<file path="config.mk">
export PLATFORM = sky130hd
export DESIGN_NAME = control_unit
export DESIGN_NICKNAME = d
export VERILOG_FILES = /design/src/rtl/tiny16_pkg.sv /design/src/rtl/instr_decode.sv /design/src/rtl/control_unit.sv
export SDC_FILE = /design/constraint.sdc
export NUM_CORES = 1
export LEC_CHECK = 0
export BUFFER_PORTS_ARGS = -buffer_cell sky130_fd_sc_hd__buf_2
export CAP_MARGIN = 20
export CORE_ASPECT_RATIO = 0.75
export CORE_UTILIZATION = 33
export CTS_CLUSTER_SIZE = 20
export DETAILED_ROUTE_END_ITERATION = 10
export PLACE_DENSITY_LB_ADDON = 0.08
export SYNTH_ARGS = -nofsm -noshare
export SYNTH_HDL_FRONTEND = slang
export SYNTH_HIERARCHICAL = 1
export SYNTH_SLANG_ARGS = --single-unit
</file>
<file path="constraint.sdc">
create_clock -name clk -period 4.3 [get_ports clk]
set_clock_uncertainty 0.15 [all_clocks]
set_input_delay 0.86 -clock clk [delete_from_list [all_inputs] [get_ports clk]]
set_output_delay 0.86 -clock clk [all_outputs]
set_load 0.02 [all_outputs]
</file>
<file path="src/rtl/tiny16_pkg.sv">
// Shared types and constants for the tiny16 instruction sequencer.
// Holds the opcode, state and instruction-class enums, ALU codes and field positions.
package tiny16_pkg;

  localparam int OP_MSB = 15;
  localparam int RD_MSB = 11;
  localparam int RS_MSB = 8;
  localparam int REG_W  = 3;

  localparam logic [2:0] ALU_ADD = 3'd0;
  localparam logic [2:0] ALU_SUB = 3'd1;
  localparam logic [2:0] ALU_AND = 3'd2;
  localparam logic [2:0] ALU_OR  = 3'd3;
  localparam logic [2:0] ALU_XOR = 3'd4;

  typedef enum logic [3:0] {
    OP_NOP = 4'h0,
    OP_MOV = 4'h1,
    OP_ADD = 4'h2,
    OP_SUB = 4'h3,
    OP_AND = 4'h4,
    OP_OR  = 4'h5,
    OP_XOR = 4'h6,
    OP_LD  = 4'h7,
    OP_JMP = 4'h8,
    OP_JZ  = 4'h9,
    OP_HLT = 4'hF
  } opcode_e;

  typedef enum logic [2:0] {
    S_F0, S_F1, S_F2, S_DEC, S_EX, S_LDM, S_HALT
  } state_e;

  typedef enum logic [2:0] {
    CLS_NOP, CLS_MOV, CLS_ALU, CLS_LD, CLS_JMP, CLS_JZ, CLS_HLT
  } iclass_e;

endpackage

</file>
<file path="src/rtl/instr_decode.sv">
// Combinational decode of the upper instruction bits into class, register selects and ALU code.
// Illegal opcodes report class NOP with the illegal flag raised.
module instr_decode
  import tiny16_pkg::*;
#(
  parameter int OPW = 4
) (
  input  logic [15:6] word_i,
  output iclass_e     class_o,
  output logic [2:0]  rd_o,
  output logic [2:0]  rs_o,
  output logic [2:0]  alu_op_o,
  output logic        illegal_o
);

  opcode_e op;

  assign op   = opcode_e'(word_i[OP_MSB -: OPW]);
  assign rd_o = word_i[RD_MSB -: REG_W];
  assign rs_o = word_i[RS_MSB -: REG_W];

  always_comb begin
    class_o   = CLS_NOP;
    alu_op_o  = ALU_ADD;
    illegal_o = 1'b0;
    case (op)
      OP_NOP: class_o = CLS_NOP;
      OP_MOV: class_o = CLS_MOV;
      OP_ADD: begin class_o = CLS_ALU; alu_op_o = ALU_ADD; end
      OP_SUB: begin class_o = CLS_ALU; alu_op_o = ALU_SUB; end
      OP_AND: begin class_o = CLS_ALU; alu_op_o = ALU_AND; end
      OP_OR:  begin class_o = CLS_ALU; alu_op_o = ALU_OR;  end
      OP_XOR: begin class_o = CLS_ALU; alu_op_o = ALU_XOR; end
      OP_LD:  class_o = CLS_LD;
      OP_JMP: class_o = CLS_JMP;
      OP_JZ:  class_o = CLS_JZ;
      OP_HLT: class_o = CLS_HLT;
      default: illegal_o = 1'b1;
    endcase
  end

endmodule

</file>
<file path="src/rtl/control_unit.sv">
// tiny16 instruction sequencer: fetch, decode and register-file/ALU/memory strobes, all registered.
// Define TINY16_ILLEGAL_TRAP_EN to halt on illegal opcodes; otherwise they execute as NOP.
module control_unit
  import tiny16_pkg::*;
#(
  parameter int OPW = 4
) (
  input  logic        clk,
  input  logic        rst_n,
  input  logic [15:0] bus_in,
  input  logic        mem_ready,
  input  logic        zero_flag,
  output logic [2:0]  src_sel,
  output logic [2:0]  dst_sel,
  output logic        reg_in_en,
  output logic        reg_out_en,
  output logic        pc_inc,
  output logic        mar_ld,
  output logic        mem_rd,
  output logic [2:0]  alu_op,
  output logic        alu_out_en,
  output logic [15:0] ir,
  output logic        halted
);

`ifdef TINY16_ILLEGAL_TRAP_EN
  localparam bit TrapIllegal = 1'b1;
`else
  localparam bit TrapIllegal = 1'b0;
`endif

  state_e      state_q;
  logic        started_q;
  logic [15:0] ir_q;
  logic [2:0]  src_sel_q, dst_sel_q, alu_op_q;
  logic        reg_in_en_q, reg_out_en_q, pc_inc_q, mar_ld_q, mem_rd_q;
  logic        alu_out_en_q, halted_q;

  logic [15:6] decWord;
  iclass_e     decClass;
  logic [2:0]  decRd, decRs, decAluOp;
  logic        decIllegal;

  // While fetching, decode the incoming word so DEC strobes can be registered on the ready edge.
  assign decWord = (state_q == S_F2) ? bus_in[15:6] : ir_q[15:6];

  instr_decode #(.OPW(OPW)) u_decode (
    .word_i    (decWord),
    .class_o   (decClass),
    .rd_o      (decRd),
    .rs_o      (decRs),
    .alu_op_o  (decAluOp),
    .illegal_o (decIllegal)
  );

  // Each edge registers the strobes of the state being entered; started_q makes the
  // first edge after reset present F0 rather than skipping past it.
  always_ff @(posedge clk or negedge rst_n) begin
    if (!rst_n) begin
      state_q      <= S_F0;
      started_q    <= 1'b0;
      ir_q         <= '0;
      halted_q     <= 1'b0;
      src_sel_q    <= '0;
      dst_sel_q    <= '0;
      alu_op_q     <= ALU_ADD;
      reg_in_en_q  <= 1'b0;
      reg_out_en_q <= 1'b0;
      pc_inc_q     <= 1'b0;
      mar_ld_q     <= 1'b0;
      mem_rd_q     <= 1'b0;
      alu_out_en_q <= 1'b0;
    end else begin
      src_sel_q    <= '0;
      dst_sel_q    <= '0;
      alu_op_q     <= ALU_ADD;
      reg_in_en_q  <= 1'b0;
      reg_out_en_q <= 1'b0;
      pc_inc_q     <= 1'b0;
      mar_ld_q     <= 1'b0;
      mem_rd_q     <= 1'b0;
      alu_out_en_q <= 1'b0;
      if (!started_q) begin
        started_q    <= 1'b1;
        state_q      <= S_F0;
        reg_out_en_q <= 1'b1;
      end else begin
        case (state_q)
          S_F0: begin
            state_q  <= S_F1;
            mar_ld_q <= 1'b1;
          end
          S_F1: begin
            state_q  <= S_F2;
            mem_rd_q <= 1'b1;
          end
          S_F2: begin
            if (mem_ready) begin
              state_q      <= S_DEC;
              ir_q         <= bus_in;
              pc_inc_q     <= 1'b1;
              src_sel_q    <= decRs;
              dst_sel_q    <= decRd;
              reg_out_en_q <= decClass inside {CLS_MOV, CLS_LD, CLS_JMP, CLS_JZ};
            end else begin
              mem_rd_q <= 1'b1;
            end
          end
          S_DEC: begin
            if (decClass == CLS_HLT || (decIllegal && TrapIllegal)) begin
              state_q  <= S_HALT;
              halted_q <= 1'b1;
            end else if (decClass == CLS_NOP) begin
              state_q      <= S_F0;
              reg_out_en_q <= 1'b1;
            end else begin
              state_q <= S_EX;
              case (decClass)
                CLS_MOV: begin
                  reg_in_en_q <= 1'b1;
                  dst_sel_q   <= decRd;
                end
                CLS_ALU: begin
                  alu_op_q     <= decAluOp;
                  alu_out_en_q <= 1'b1;
                  reg_in_en_q  <= 1'b1;
                  dst_sel_q    <= decRd;
                end
                CLS_JMP: reg_in_en_q <= 1'b1;
                CLS_JZ:  reg_in_en_q <= zero_flag;
                CLS_LD:  mar_ld_q    <= 1'b1;
                default: reg_in_en_q <= 1'b0;
              endcase
            end
          end
          S_EX: begin
            if (decClass == CLS_LD) begin
              state_q  <= S_LDM;
              mem_rd_q <= 1'b1;
            end else begin
              state_q      <= S_F0;
              reg_out_en_q <= 1'b1;
            end
          end
          S_LDM: begin
            // The load writeback shares the following F0 cycle; the PC is not read until F1.
            if (mem_ready) begin
              state_q      <= S_F0;
              reg_in_en_q  <= 1'b1;
              dst_sel_q    <= decRd;
              reg_out_en_q <= 1'b1;
            end else begin
              mem_rd_q <= 1'b1;
            end
          end
          S_HALT: begin
            state_q  <= S_HALT;
            halted_q <= 1'b1;
          end
          default: begin
            state_q      <= S_F0;
            reg_out_en_q <= 1'b1;
          end
        endcase
      end
    end
  end

  assign src_sel    = src_sel_q;
  assign dst_sel    = dst_sel_q;
  assign reg_in_en  = reg_in_en_q;
  assign reg_out_en = reg_out_en_q;
  assign pc_inc     = pc_inc_q;
  assign mar_ld     = mar_ld_q;
  assign mem_rd     = mem_rd_q;
  assign alu_op     = alu_op_q;
  assign alu_out_en = alu_out_en_q;
  assign ir         = ir_q;
  assign halted     = halted_q;

endmodule

</file>
==> results.sh <==
export IMPL_crit_fanout=15
export IMPL_wirelength_um=3795
export IMPL_place_ws_ns=0.9297
export IMPL_grt_setup_unrepaired="no"
export IMPL_die_h_um=66.88
export IMPL_fin_util_pct=41.66
export IMPL_top_layer_used="met4"
export IMPL_ant_nets=0
export IMPL_postCtsSetupBuffers=0
export IMPL_fill_cells=546
export IMPL_leakagePower_nw=1.163
export IMPL_holdWs_ns=0.3290
export IMPL_max_slew_worst_pin_slew_ns=0.8106
export IMPL_cts_resized_gates=0
export IMPL_final_cell_mix="buf_2 (51), dfrtp_1 (36), mux2_4 (16), mux2_2 (10)"
export IMPL_drive_gt1_share_pct=45.81
export IMPL_worst_path_max_delay_cell="dfrtp_1"
export IMPL_initial_core_util_pct=34.41
export IMPL_hold_class="reg -> reg"
export IMPL_hold_viol=0
export IMPL_cts_max_level=2
export IMPL_syn_inst=158
export IMPL_p_total_mw=1.316
export IMPL_place_gp_congestion=0.8151
export IMPL_placed_cells=270
export IMPL_syn_avg_cell_area_um2=11.72
export IMPL_drt_iter0_markers=65
export IMPL_core_area_um2=5381
export IMPL_overflow=0
export IMPL_grt_use_total_pct=14.37
export IMPL_swShare_pct=34.05
export IMPL_cts_tree="built"
export IMPL_grt_pass1_vias=1262
export IMPL_slowest_delay_ns=0.58
export IMPL_fin_cells=278
export IMPL_drc=0
export IMPL_nNetsFinal=222
export IMPL_critPathArrivalTime_ns=3.40
export IMPL_critPathLaunchType="register"
export IMPL_hpwlAfterDp_um=2660
export IMPL_combPwrFrac_pct=39.4
export IMPL_dieArea_um2=5918
export IMPL_grt_max_degree=37
export IMPL_fp_dieW_um=88.50
export IMPL_cts_sinks=36
export IMPL_clkLatencyLatePin_ns=0.28
export IMPL_num_vias=1286
export IMPL_rows=23
export IMPL_powerDensity_nw_per_um2=586.9
export IMPL_drt_first_pass_iters=4
export IMPL_area_growth_pct=21.08
export IMPL_clk_pin_slew_ns=0.07
export IMPL_clkPwrFrac_pct=24.6
export IMPL_antennaDiodeCount=0
export IMPL_status="complete, no violations"
export IMPL_fin_crit_ns=3.342
export IMPL_max_slew_margin_pct=45.96
export IMPL_setup_ws_ns=0.9582
export IMPL_timing_final_setup_violations=0
export IMPL_crit_type="reg -> reg"
export IMPL_cts_buffers=5
export IMPL_grt_pass1_wl_um=6251
export IMPL_cts_max_path_buffers=2
export IMPL_maxCapViolCount=0
export IMPL_power_switching_uw=448.0
export IMPL_path_cells="nor3b_2 -> mux2_2 -> or2_1 -> o22ai_1 -> xnor2_1 -> or4_2 -> a21boi_0"
export IMPL_setup_tns_final_ns=0
export IMPL_grt_antenna_before_repair=0
export IMPL_worstPathRequired_ns=4.35
export IMPL_multi_input_area_um2=828.3
export IMPL_io_pins=52
export IMPL_via_per_inst=4.626
export IMPL_met2_length_um=1578
export IMPL_post_route_period_util_pct=77.72
export IMPL_slew_viol_final=0
export IMPL_p_seq_share_pct=36.0
export IMPL_cts_root_buffer="clkbuf_8"
export IMPL_wl_per_cell_um=13.65
export IMPL_p_int_uw=867.9
export IMPL_routedLengthMet1_um=1924
export IMPL_ir_worst_vdd_uv=246.2
export IMPL_wl_met3_um=248
export IMPL_synth_area_um2=1852
export IMPL_cp_end_kind="register"
export IMPL_layout_commonest_cell="buf_2"
export IMPL_design_area_um2=2242
export IMPL_hold_buffers=0
export IMPL_max_freq_ghz=0.2992
export IMPL_place_area_um2=2116
export IMPL_ys_warn_count=6
export IMPL_io_buffers=51
export IMPL_synthesis_nets=178
export IMPL_regArea_um2=900.9
==> layout make-up <==
class | instances | area share, %
timing repair buffer | 52 | 11.72
multi-input combinational | 99 | 36.94
inverter | 8 | 1.339
tap | 75 | 4.185
sequential | 36 | 40.18
clock inverter | 1 | 1.339
clock buffer | 7 | 4.297
==> per-layer routing <==
| layer | global-route usage (%) | up-vias |
|---|---|---|
| met3 | 4.833 | 5 |
| met5 | 0 | - |
| met4 | 5.645 | 0 |
| met2 | 19.71 | 38 |
| met1 | 20.46 | 609 |
| li1 | - | 634 |
==> power by group through the flow <==
stage                     clock [mW]  sequential, mW  combinational, mW
after floorplan                    0           0.565              0.331
after global placement             0           0.477              0.515
after detailed placement           0           0.479              0.520
after CTS                      0.336           0.474              0.523
after global routing           0.350           0.485              0.564
final                          0.324           0.474              0.518
==> final timing paths <==
| check | startpoint | end | slack (ns) | cells past startpoint |
|---|---|---|---|---|
| setup / recovery | state_q[1] | dst_sel[2] | 0.96 | 7 |
| setup reg to reg | state_q[1] | dst_sel[2] | 0.96 | 7 |
| max in group asynchronous | rst_n | reg_in_en | 2.98 | 1 |
| min in group asynchronous | rst_n | pc_inc | 0.51 | 1 |
| hold reg to reg | halted | halted | 0.33 | 1 |
| hold / removal | halted | halted | 0.33 | 1 |
==> sequential cells by signal, indices dropped and copies added (netlist names) <==
register / cells
state_q: 3
ir: 16
mar_ld: 1
src_sel: 3
mem_rd: 1
halted: 1
alu_out_en: 1
pc_inc: 1
alu_op: 3
started_q: 1
dst_sel: 3
reg_out_en: 1
reg_in_en: 1
==> worst max-delay path: cells and delay by family (launching register included) <==
family / cells / cell delay [ns]
AO/OA/AOI/OAI: 2 / 0.69
multiplexers: 1 / 0.44
flip-flops: 1 / 0.58
AND/OR/NAND/NOR: 3 / 1.28
XOR/XNOR: 1 / 0.12
No activity file was read; power rests on OpenSTA's default activity.
